==> config.mk <==
export PLATFORM = sky130hd
export DESIGN_NAME = tff_count_ctrl_flat
export DESIGN_NICKNAME = d
export VERILOG_FILES = /design/src/rtl/tff_count_ctrl_pkg.sv /design/src/rtl/tff_count_ctrl_if.sv /design/src/rtl/tff_count_ctrl_tff_bit.sv /design/src/rtl/tff_count_ctrl.sv /design/src/flat_wrapper.sv
export SDC_FILE = /design/constraint.sdc
export NUM_CORES = 1
export LEC_CHECK = 0
export BUFFER_PORTS_ARGS = -buffer_cell sky130_fd_sc_hd__clkbuf_2
export CORE_AREA = 3 3 42 44
export CTS_CLUSTER_DIAMETER = 80
export DETAILED_ROUTE_END_ITERATION = 12
export DIE_AREA = 0 0 45 47
export GPL_ROUTABILITY_DRIVEN = 0
export PLACE_DENSITY = 0.77
export REMOVE_ABC_BUFFERS = 1
export SYNTH_ARGS = -nofsm -noshare
export SYNTH_HDL_FRONTEND = slang
export SYNTH_SLANG_ARGS = --single-unit
==> constraint.sdc <==
create_clock -name clk -period 2.7 [get_ports clk]
set_clock_uncertainty 0.1 [all_clocks]
set_input_delay 0.675 -clock clk [delete_from_list [all_inputs] [get_ports clk]]
set_output_delay 0.675 -clock clk [all_outputs]
set_load 0.05 [all_outputs]
==> src/rtl/tff_count_ctrl_pkg.sv <==
// Shared types and constants for the TFF counter controller.
package tff_count_pkg;

    typedef enum logic [1:0] {
        IDLE    = 2'b00,
        RUN     = 2'b01,
        DONE    = 2'b10,
        ILLEGAL = 2'b11
    } state_e;

    localparam logic DIR_UP   = 1'b0;
    localparam logic DIR_DOWN = 1'b1;

endpackage

==> src/rtl/tff_count_ctrl_if.sv <==
// Control/status bundle between the lab inputs and the TFF counter controller.
interface tff_count_ctrl_if #(parameter int WIDTH = 4);

    logic             start;
    logic             halt;
    logic             hold;
    logic             dir;
    logic [WIDTH-1:0] limit;
    logic [WIDTH-1:0] count;
    logic             busy;
    logic             done;
    logic [1:0]       state;

    modport master (output start, halt, hold, dir, limit,
                    input  count, busy, done, state);
    modport slave  (input  start, halt, hold, dir, limit,
                    output count, busy, done, state);

endinterface

==> src/rtl/tff_count_ctrl_tff_bit.sv <==
// Single toggle flip-flop; the only storage element of the counter chain.
module tff_bit (
    input  logic clk,
    input  logic reset,
    input  logic T,
    output logic Q
);

    always_ff @(posedge clk or negedge reset) begin
        if (!reset)  Q <= 1'b0;
        else if (T)  Q <= ~Q;
    end

endmodule

==> src/rtl/tff_count_ctrl.sv <==
// Sequencing controller: FSM plus capture registers driving the T inputs of a
// WIDTH-bit toggle flip-flop counter.
module tff_count_ctrl
    import tff_count_pkg::*;
#(
    parameter int WIDTH       = 4,
    parameter bit AUTO_RELOAD = 1'b0
) (
    input  logic             clk,
    input  logic             reset,
    tff_count_ctrl_if.slave  bus
);

    state_e           state_q, state_d;
    logic             dir_q, dir_d;
    logic [WIDTH-1:0] lim_q, lim_d;
    logic             done_q, done_d;
    logic [WIDTH-1:0] count_q;
    logic [WIDTH-1:0] nxt_d;
    logic [WIDTH-1:0] t_bits;
    logic [WIDTH-1:0] t_up, t_dn;
    logic [WIDTH-1:0] term;

    // Ripple toggle masks: a bit flips when every lower bit is 1 (up) or 0 (down).
    assign t_up[0] = 1'b1;
    assign t_dn[0] = 1'b1;
    for (genvar i = 1; i < WIDTH; i++) begin : g_tmask
        assign t_up[i] = &count_q[i-1:0];
        assign t_dn[i] = &(~count_q[i-1:0]);
    end

    assign term = (dir_q == DIR_DOWN) ? '0 : lim_q;

    always_comb begin
        state_d = state_q;
        dir_d   = dir_q;
        lim_d   = lim_q;
        done_d  = 1'b0;
        nxt_d   = count_q;

        case (state_q)
            RUN: begin
                if (!bus.hold) begin
                    if (count_q == term) begin
                        done_d = 1'b1;
                        if (AUTO_RELOAD) nxt_d = (dir_q == DIR_DOWN) ? lim_q : '0;
                        else             state_d = DONE;
                    end else begin
                        nxt_d = count_q ^ ((dir_q == DIR_DOWN) ? t_dn : t_up);
                    end
                end
            end
            IDLE, DONE: ;
            default: begin
                state_d = IDLE;
                nxt_d   = '0;
            end
        endcase

        if (bus.halt) begin
            state_d = IDLE;
            nxt_d   = '0;
            done_d  = 1'b0;
        end else if (bus.start) begin
            state_d = RUN;
            dir_d   = bus.dir;
            lim_d   = bus.limit;
            nxt_d   = (bus.dir == DIR_DOWN) ? bus.limit : '0;
            done_d  = 1'b0;
        end
    end

    // Every load, clear or step reaches the counter only as a set of toggles.
    assign t_bits = count_q ^ nxt_d;

    for (genvar i = 0; i < WIDTH; i++) begin : g_tff
        tff_bit u_tff (
            .clk   (clk),
            .reset (reset),
            .T     (t_bits[i]),
            .Q     (count_q[i])
        );
    end

    always_ff @(posedge clk or negedge reset) begin
        if (!reset) begin
            state_q <= IDLE;
            dir_q   <= 1'b0;
            lim_q   <= '0;
            done_q  <= 1'b0;
        end else begin
            state_q <= state_d;
            dir_q   <= dir_d;
            lim_q   <= lim_d;
            done_q  <= done_d;
        end
    end

    assign bus.count = count_q;
    assign bus.busy  = (state_q == RUN);
    assign bus.done  = done_q;
    assign bus.state = state_q;

endmodule

==> src/flat_wrapper.sv <==
// flat-port wrapper written by rule: the top's interface ports become plain ports
module tff_count_ctrl_flat import tff_count_pkg::*;
#(
    parameter int WIDTH       = 4,
    parameter bit AUTO_RELOAD = 1'b0
)
  (clk, reset, bus_start, bus_halt, bus_hold, bus_dir, bus_limit, bus_count, bus_busy, bus_done, bus_state);
  tff_count_ctrl_if #(.WIDTH(WIDTH)) bus_i ();
  input  logic clk;
  input  logic reset;
  input wire logic [$bits(bus_i.start)-1:0] bus_start;
  input wire logic [$bits(bus_i.halt)-1:0] bus_halt;
  input wire logic [$bits(bus_i.hold)-1:0] bus_hold;
  input wire logic [$bits(bus_i.dir)-1:0] bus_dir;
  input wire logic [$bits(bus_i.limit)-1:0] bus_limit;
  output wire logic [$bits(bus_i.count)-1:0] bus_count;
  output wire logic [$bits(bus_i.busy)-1:0] bus_busy;
  output wire logic [$bits(bus_i.done)-1:0] bus_done;
  output wire logic [$bits(bus_i.state)-1:0] bus_state;
  assign bus_i.start = bus_start;
  assign bus_i.halt = bus_halt;
  assign bus_i.hold = bus_hold;
  assign bus_i.dir = bus_dir;
  assign bus_i.limit = bus_limit;
  assign bus_count = bus_i.count;
  assign bus_busy = bus_i.busy;
  assign bus_done = bus_i.done;
  assign bus_state = bus_i.state;
  tff_count_ctrl #(.WIDTH(WIDTH), .AUTO_RELOAD(AUTO_RELOAD)) u_core (.clk(clk), .reset(reset), .bus(bus_i));
endmodule
Word-level counts from Yosys, hierarchy flattened. Index checks and enable logic that the tools add are counted.

$add $sub $neg: 0. Multiply operators: 0. Div/mod/pow operators: 0. Magnitude comparators: 0. Equality and inequality tests: 6. Shift-type cells: 0. Mux-type cells: 18. Bitwise logic cells: 9. Reduce and logical (&&, ||, !) cells: 8.

Operator list (number): 4-bit two-way mux (7); 3-bit AND reduction (3); 2-bit two-way mux (4); 4-bit case mux with 2 select lines (1); 4-bit XOR (2); 2-bit AND reduction (3); 1-bit two-way mux (5); 1-bit NOT (5); 4-bit == test (1); 4-bit by 3-bit != test with 1-bit output (second input constant) (1); 4-bit != test (second input constant) (1); 2-bit case mux with 2 select lines (1); 3-bit != test (second input constant) (1); 3-bit NOT (1); 2-bit by 1-bit == test with 1-bit output (second input constant) (1); 2-bit == test (second input constant) (1); 2-bit zero test (1); 2-bit NOT (1); 2-bit OR reduction (1).

Bits in registers: 12. Bits in latches: 0. RAM bits: 0. Bits in read-only memories: 0. Bits of input ports: 10. Output and inout bits: 8. Memories kept: 0.

Depth between registers and ports, before layout. Gate-level depths: netlist of the first run.

Word-level depth: 10. Depth in mapped cells: 6. Depth with buffers taken out: 5.

Hierarchy. From an unflattened synthesis of the first run, not the netlist that was laid out.

Cells, all modules: 74. Area total of the unflattened synthesis: 758.2 sq um.

By module, submodules not included: tff_count_ctrl (times used 1, cells each 66, area an instance 623.1 sq um, sequential area each 200.2 sq um); tff_bit (times used 4, cells each 2, area an instance 33.8 sq um, sequential area each 25.0 sq um).

Least setup slack after synthesis of the first run. OpenSTA, ideal clock, no wires.

Path type: flip-flop to output port. Start point: register u_core.state_q[0], in the netlist u_core.bus.state[0]. End point: output bus_busy. Data arrival time: 1.493 ns. Required time: 1.925 ns. Setup slack: 0.432 ns. Stages on the path, launching flop included: 2. Cells stage by stage: dfrtp_1 nor2b_1.

Longest elaborated chain between the ends: 1.

RTL lines: start: declaration (RTL line tff_count_ctrl.sv:14) `state_e state_q, state_d;`; start signal: assignment (RTL line tff_count_ctrl.sv:92) `state_q <= state_d;`; 2-bit by 1-bit == test with 1-bit output (RTL line tff_count_ctrl.sv:100) `assign bus.busy = (state_q == RUN);`; end: declaration (RTL line flat_wrapper.sv:17) `output wire logic [$bits(bus_i.busy)-1:0] bus_busy;`.

No other way between the ends.

Final worst setup path of the first run.
Start point: register u_core.state_q[1], in the netlist u_core.bus.state[1]. End point: output bus_busy.

Same word-level chain as after synthesis.

==> qor.txt, run 1 <==
status = finished clean
mean post-synth cell area = 9.32 um2
Synth Area in Adders = 0%
Pwr per Cell Area = 551 nW/um2
worst-path maximum fanout = 4
placed cell areas = 811 um2
clock buffer depth = 2
Skew-Pair Late Insertion Delay = 270 ps
Final nets = 106
register area share after synthesis = 39.3%
max-cap viol count = 0
final non-filler cell total = 110
largest net degree at the start of global routing = 13
FF-to-FF setup slack = 750 ps
vias in the first global route = 566
initial antenna violation count = 0
Pre-antenna DRT Iters = 4
P_int = 299 uW
IO Pins = 18
post-layout util = 56.6%
clock transition at the registers of the reported paths = 70 ps
arrival time worst endpoint = 1240 ps
register share of total power = 47.7%
r2r startpoint = u_core.g_tff[0].u_tff.Q
Clock power frac = 23.4%
CTS Root Cell = clkbuf_4
Vias per Instance = 5.92
chip height = 47 um
reg2reg end = u_core.bus.state[1]
PnR worst setup slack = 686 ps
Gate Count Post-Synth = 82
die width = 45 um
P_leak = 0.389 nW
total negative setup slack = 0 ps
Total Routing Usage GR = 17.6%
Hold Crit Class = primary input to async pin
Post-DP HPWL = 1180 um
post-CTS setup repair buffer count = 0
CTS H-tree lvls = 1
min Tclk post-route = 2010 ps
Fill cells = 142
PortBufs = 17
Overflow after GRT = 0
Worst setup EP type = primary output
ys flop type = dfrtp_1
first-pass GRT wire length = 2550 um
hold buffers post-CTS = 0
n_diodes = 0
row cnt = 14
Fmax = 496 MHz
Worst-Margin Slew = 507 ps
RSZ-0062 raised after global routing = no
Synth warnings = 0
hold slack = 175 ps
Post-synth EDFFs = 0
CTS Sinks = 12
Slew HR = 66.2%
Iteration-0 DRC Markers = 33
DP Worst Slack = 785 ps
Hold Fails Final Rpt = 0
Initial Utilization = 52.0%
largest family of logic cells by synthesized area = simple AND/OR/NAND/NOR gates
synth-to-layout area growth = 9.00%
period utilisation layout = 74.6%
post-synthesis compound-gate area fraction = 13.9%
flops & latches, synth = 12
simple-gate share of the synthesized area = 28.3%
crit start category = register
XOR/XNOR Fraction of Synth Area = 1.15%
WP data required = 1920 ps
DRC = 0
setup violators final = 0
# resized after CTS = 0
worst reg-to-reg path cell count = 5
Placed Cells = 107
final count of pins violating max slew = 0
Synth Cell Area = 764 um2
total CTS buffers = 3
Logic pwr share = 28.9%
layout cells sized above 1 = 30.9%
Die Area = 2120 um2
Tot Pwr = 459 uW
CTS tree = done
final instance area = 833 um2
synth unique cells = 32
crit path launch = u_core.bus.state[1]
P_sw = 160 uW
critical path type = register to primary output
average routed wire per standard cell = 14.3 um
number of routed nets with antenna violations = 0
DR vias = 651
post-synthesis mux area share = 8.67%
WL final = 1580 um
Core ar. = 1470 um2
share of flip-flops with an asynchronous set or reset = 100%
Peak VDD IR = 0.306 mV
switch share = 34.9%
## worst max path at each step
| stage | cells after the start | slack [ps] | endpoint |
|---|---|---|---|
| 2_1_floorplan | 1 | 430 | bus_busy |
| 3_3_place_gp | 5 | 860 | u_core.bus.state[1] |
| 3_5_place_dp | 5 | 790 | u_core.bus.state[1] |
| 4_1_cts | 2 | 700 | bus_busy |
| 5_1_grt | 2 | 640 | bus_busy |
| 6_report | 2 | 690 | bus_busy |
## final cells by class
| type | count | area, um2 | area share (%) |
|---|---|---|---|
| timing repair buffer | 17 | 85.1 | 10.2 |
| clock buffer | 3 | 22.5 | 2.70 |
| multi-input combinational | 60 | 398 | 47.7 |
| tap | 16 | 20.0 | 2.40 |
| sequential | 12 | 300 | 36.0 |
| inverter | 2 | 7.51 | 0.901 |
## cells by family after synthesis
kind of cell           after synthesis
AND/OR/NAND/NOR                     38
XOR/XNOR                             1
AO/OA/AOI/OAI                       15
flip-flops                          12
buffers and inverters               10
multiplexers                         6
## power by group through the flow
stage | Combinational (mW) | Sequential [mW] | Clock [mW]
after global routing | 0.145 | 0.222 | 0.119
final | 0.133 | 0.219 | 0.107
after global placement | 0.128 | 0.221 | 0
after CTS | 0.132 | 0.218 | 0.110
after detailed placement | 0.131 | 0.222 | 0
after floorplan | 0.0767 | 0.238 | 0
## critical path, cell delays in order, from the launching register on
cell and delay [ps]:
dfrtp_1 410, nor2b_1 230, clkbuf_2 330
## per-layer routing
metal	vias to the layer above	track usage (%)	part of all wire, %
li1	312	-	-
met1	309	21.6	44
met2	23	27.4	47
met3	7	6.13	6.7
met4	0	8.77	2.2
met5	-	0	0
## cell usage after synthesis, types with 2 or more instances
cell | number | share of area [%]
a21o_1 | 2 | 2.0
a211o_1 | 3 | 3.4
a21oi_1 | 3 | 2.0
inv_1 | 2 | 0.98
nand2_1 | 6 | 2.9
nor2b_1 | 2 | 1.6
a32oi_1 | 3 | 3.4
nand2b_2 | 2 | 2.3
o21ai_0 | 2 | 1.3
buf_4 | 5 | 4.9
nor3_1 | 4 | 2.6
nand3_1 | 7 | 4.6
nor2_1 | 5 | 2.5
dfrtp_1 | 12 | 39
buf_1 | 2 | 0.98
or3b_1 | 2 | 2.3
mux2_2 | 5 | 7.4
## registers in the layout (all words and copies together), names as in the netlist
register / cells
u_core.g_tff.u_tff.Q: 4
u_core.lim_q: 4
u_core.bus.state: 2
u_core.bus.done: 1
u_core.dir_q: 1
## cell usage in the layout (no fill, tap or decap), drive strengths merged
cell	synthesis	routed
nor4b	1	1
nand3	7	7
a32oi	3	3
dfrtp	12	12
nand2b	3	3
a21boi	1	1
mux2i	1	1
a21oi	3	3
or3b	2	2
a211o	3	3
nor2	5	5
clkbuf	1	20
and2	2	2
and3	1	1
inv	2	2
nand2	6	6
o21ai	2	2
nor3	4	4
a31oi	1	1
nor2b	2	2
or2b	2	2
mux2	5	5
nand4	1	1
and2b	2	2
xnor2	1	1
a21o	2	2
(Power assumes the default switching activity.)
==> inputs of run 2 (changes only) <==
CORE_AREA = 3 3 41 47   (was 3 3 42 44)
DIE_AREA = 0 0 44 50   (was 0 0 45 47)
PLACE_DENSITY = 0.74   (was 0.77)
clock period = 1.9 ns   (was 2.7 ns; I/O delays follow)
==> qor.txt, run 2 (synthesis gave the netlist of run 1 again) <==
chip height = 50 um
Total Routing Usage GR = 16.7%
min Tclk post-route = 1820 ps
P_int = 440 uW
CTS Root Cell = clkbuf_4
CTS tree = done
Final nets = 112
Hold Fails Final Rpt = 0
GR Layer Usage met3 = 4.74%
Worst setup EP type = register
r2r startpoint = u_core.dir_q
Worst-Margin Slew = 344 ps
crit start category = register
WL final = 1640 um
RSZ-0062 raised after global routing = no
most frequent cells in the layout = 16 x clkbuf_2, 12 x dfrtp_1, 7 x nand3_1
Clock power frac = 23.0%
period utilisation layout = 95.8%
Core ar. = 1540 um2
DRC = 0
P_leak = 0.419 nW
status = finished clean
CTS Sinks = 12
initial antenna violation count = 0
setup violators final = 0
total CTS buffers = 3
Overflow after GRT = 0
global route hottest layer = met2
largest net degree at the start of global routing = 13
hold slack = 284 ps
final non-filler cell total = 117
Die Area = 2200 um2
Placed Cells = 113
critical path type = register to register
row cnt = 15
die width = 44 um
CTS H-tree lvls = 1
PortBufs = 17
Vias per Instance = 5.74
average routed wire per standard cell = 14.0 um
Pre-antenna DRT Iters = 4
met2 usage = 27.7%
Post-DP HPWL = 1250 um
routing usage on met1 = 20.0%
n_diodes = 0
Logic pwr share = 31.7%
Hold Crit Class = primary input to register
WP data required = 2000 ps
Skew-Pair Late Insertion Delay = 270 ps
Peak VDD IR = 0.477 mV
HP Start = bus_halt
Initial Utilization = 49.7%
IO Pins = 18
switch share = 34.8%
P_sw = 235 uW
vias in the first global route = 618
layout cells sized above 1 = 34.0%
number of routed nets with antenna violations = 0
final count of pins violating max slew = 0
Iteration-0 DRC Markers = 14
worst-path maximum fanout = 7
max-cap viol count = 0
clock buffer depth = 2
Slew HR = 77.1%
commonest non-fill, non-tap cell in the layout = clkbuf_2
clock transition at the registers of the reported paths = 70 ps
first-pass GRT wire length = 2770 um
register share of total power = 45.3%
Pwr per Cell Area = 765 nW/um2
DR vias = 671
arrival time worst endpoint = 1920 ps
Tot Pwr = 675 uW
Fmax = 549 MHz
synth-to-layout area growth = 15.4%
crit path launch = u_core.dir_q
run 2: cell count changes in the layout (fill, tap and decap cells not counted):
cell / previous run / this run
buf_4: 0 / 5
dlygate4sd3_1: 0 / 1
clkbuf_2: 17 / 16
buf_2: 0 / 1
run 2: worst paths after layout:
check	slack [ps]	end	cells after the start
max	80	u_core.bus.state[1]	5
min	280	u_core.bus.state[0]	2
min in group asynchronous	520	u_core.bus.done	2
min reg2reg	430	u_core.lim_q[2]	1
max reg2reg	80	u_core.bus.state[1]	5
max in group asynchronous	950	u_core.dir_q	2
run 2: layout make-up:
| cell class | instances | area (um2) |
|---|---|---|
| inverters | 2 | 7.51 |
| flip-flops and latches | 12 | 300 |
| fillers | 143 | 657 |
| clock buffers | 3 | 22.5 |
| repair buffers | 23 | 133 |
| well taps | 17 | 21.3 |
| multi-input cells | 60 | 398 |
run 2: per-stage QoR:
step	TNS [ps]	area [um2]	util (%)	setup slack, ps
final	0	882	57.3	78.9
after global routing	0	882	57.3	5.57
after CTS	0	882	57.3	76.5
after detailed placement	0	850	55.2	122
after global placement	0	850	55.2	181
after floorplan	-683	706	-	-310
run 2: critical path, stage by stage (launching register included):
cell and delay [ps]:
dfrtp_1 440, and2b_2 270, nand3_1 80, a211o_1 310
or3b_1 390, a21boi_1 150
run 2: power by group through the flow:
stage,Combinational [mW],Sequential (mW),Clock (mW)
final,0.214,0.306,0.155
after global routing,0.232,0.309,0.176
after CTS,0.214,0.305,0.160
after detailed placement,0.211,0.309,0
after global placement,0.206,0.308,0
after floorplan,0.109,0.338,0
run 2: repair_timing:
item	CTS	global route
buffers inserted	0	0
gates resized for setup	0	1
endpoints found under the setup margin	0	1
hold buffers	1	0
endpoints found under the hold margin	12	0
run 2: routing by layer:
metal  share of wire [%]  up-vias
met4                 1.5        0
met3                 3.7        4
met5                   0        -
met1                  44      328
met2                  51       14
li1                    -      325
==> inputs of run 3 (changes only) <==
ABC_AREA = 1   (was unset)
PLACE_DENSITY = 0.73   (was 0.74)
==> qor.txt, run 3 <==
Synth warnings = 0
slowest CP cell = dfrtp_1
Synth area leaders = dfrtp_1 40%, nand2_1 27%, nand3_1 8.1%
count leader, synth = nand2_1
Post-DP HPWL = 1190 um
switch share = 36.3%
top-area cell type share of the netlist area = 40.3%
setup violators final = 0
final non-filler cell total = 144
synth unique cells = 16
Total Routing Usage GR = 15.9%
min Tclk post-route = 1770 ps
Placed Cells = 140
Iteration-0 DRC Markers = 14
final count of pins violating max slew = 0
WP data required = 1320 ps
post-CTS setup repair buffer count = 0
number of routed nets with antenna violations = 0
total CTS buffers = 3
Fmax = 566 MHz
P_sw = 229 uW
synth-to-layout area growth = 11.6%
Worst-Margin Slew = 350 ps
Core ar. = 1540 um2
Skew-Pair Late Insertion Delay = 270 ps
Yosys top cell by area = dfrtp_1
DRC = 0
FF-to-FF setup slack = 270 ps
row cnt = 15
r2r startpoint = u_core.dir_q
Pre-antenna DRT Iters = 4
worst reg-to-reg path cell count = 10
first-pass GRT wire length = 2620 um
Cells on Worst Hold Path = 2
Pwr per Cell Area = 757 nW/um2
initial antenna violation count = 0
Vias per Instance = 4.73
share of flip-flops with an asynchronous set or reset = 100%
final instance area = 832 um2
arrival time worst endpoint = 1190 ps
layout cells sized above 1 = 18.9%
Tot Pwr = 630 uW
Initial Utilization = 48.5%
most frequent cells after synthesis = 54 x nand2_1, 12 x dfrtp_1, 12 x nand3_1, 11 x inv_1, 5 x nor2_1
most frequent cells in the layout = 54 x nand2_1, 17 x clkbuf_2, 12 x nand3_1, 12 x dfrtp_1, 11 x inv_1
register area share after synthesis = 40.3%
average routed wire per standard cell = 10.5 um
worst-path maximum fanout = 4
mean post-synth cell area = 6.66 um2
total negative setup slack = 0 ps
reg2reg end = u_core.g_tff[0].u_tff.Q
Peak VDD IR = 0.395 mV
flops & latches, synth = 12
critical path type = register to primary output
Overflow after GRT = 0
Hold Crit Class = primary input to register
clock transition at the registers of the reported paths = 70 ps
CTS tree = done
Buf+Inv Stages, Crit Path = 1
commonest non-fill, non-tap cell in the layout = nand2_1
clock buffer depth = 2
Fill cells = 164
chip height = 50 um
# resized after CTS = 0
ys flop type = dfrtp_1
RSZ-0062 raised after global routing = no
crit start category = register
Synth Cell Area = 746 um2
CTS H-tree lvls = 1
hold-critical path endpoint = u_core.bus.done
Logic pwr share = 28.4%
CTS Sinks = 12
WL final = 1510 um
n_diodes = 0
Final nets = 139
Hold Fails Final Rpt = 0
placed cell areas = 800 um2
max incr delay on CP = 410 ps
status = finished clean
cell family with most CP delay = flip-flops
Worst setup EP type = primary output
max-cap viol count = 0
DR vias = 681
Slew HR = 76.6%
CTS Root Cell = clkbuf_4
Clock power frac = 23.9%
Gate Count Post-Synth = 112
P_leak = 0.492 nW
Die Area = 2200 um2
period utilisation layout = 92.9%
Post-synth EDFFs = 0
crit-path cells = nor2_1 -> clkbuf_2
largest net degree at the start of global routing = 13
die width = 44 um
PortBufs = 17
P_int = 402 uW
vias in the first global route = 596
IO Pins = 18
HP Start = bus_hold
register share of total power = 47.7%
==> run 3: cell count changes in the layout (fill, tap and decap cells not counted), moves of 3 or more <==
cell / delta
a32oi_1: -3
mux2_2: -5
a211o_1: -3
nand2_1: +48
nand3_1: +5
buf_4: -5
inv_1: +9
nor3_1: -3
==> run 3: worst register-to-register path, cell delays in order (launching register included) <==
cell and delay, ps:
dfrtp_1 420, inv_2 180, nand2_1 70, nand2_1 60, nand2_1 40, nor2_1 110, nand2_1 230, nand3_1 160
nand2_1 60, nand2_1 50, nand2_1 40
==> run 3: worst max path at each step <==
stage                             start                      end  slack, ps  cells after the start
CTS                 u_core.bus.state[1]                 bus_busy        120                      2
global placement               bus_hold  u_core.g_tff[3].u_tff.Q        310                      8
finish              u_core.bus.state[1]                 bus_busy        130                      2
floorplan           u_core.bus.state[0]      u_core.bus.state[1]       -150                      4
global route        u_core.bus.state[0]                 bus_busy         40                      3
detailed placement             bus_hold  u_core.g_tff[3].u_tff.Q        290                      8
==> run 3: logic make-up after synthesis <==
kind of cell | synth area share (%)
flops | 40.3
buf+inv | 13.1
simple gates | 42.3
compound gates | 4.36
==> run 3: layout make-up <==
type / count / area (um2) / area share, %
multi-input combinational: 82 / 348 / 41.8
inverter: 12 / 45.0 / 5.41
sequential: 12 / 300 / 36.1
clock buffer: 3 / 22.5 / 2.71
tap: 17 / 21.3 / 2.56
timing repair buffer: 18 / 95.1 / 11.4
==> run 3: metal layers <==
layer	GRT usage, %	vias to the layer above	wire length (um)
li1	-	375	-
met3	3.28	4	65
met5	0	-	0
met1	23.1	287	745
met4	7.54	0	34
met2	22.1	15	660
==> run 3: power groups by stage <==
stage / clock network [mW] / registers (mW) / logic (mW)
3_5_place_dp: 0 / 0.305 / 0.177
6_report: 0.151 / 0.300 / 0.179
5_1_grt: 0.167 / 0.304 / 0.202
2_1_floorplan: 0 / 0.328 / 0.103
4_1_cts: 0.157 / 0.300 / 0.179
3_3_place_gp: 0 / 0.304 / 0.173
==> run 3: what timing repair did <==
item,CTS,global route
setup endpoints to repair,0,0
hold buffers,1,0
endpoints found under the hold margin,12,0
==> run 3: through the flow <==
stage / utilization (%) / setup WS (ps) / hold slack, ps
2_1_floorplan: - / -149 / 79.4
3_3_place_gp: 52.0 / 310 / 280
3_5_place_dp: 52.0 / 289 / 276
4_1_cts: 54.1 / 121 / 301
5_1_grt: 54.1 / 44.6 / 312
6_report: 54.1 / 135 / 312
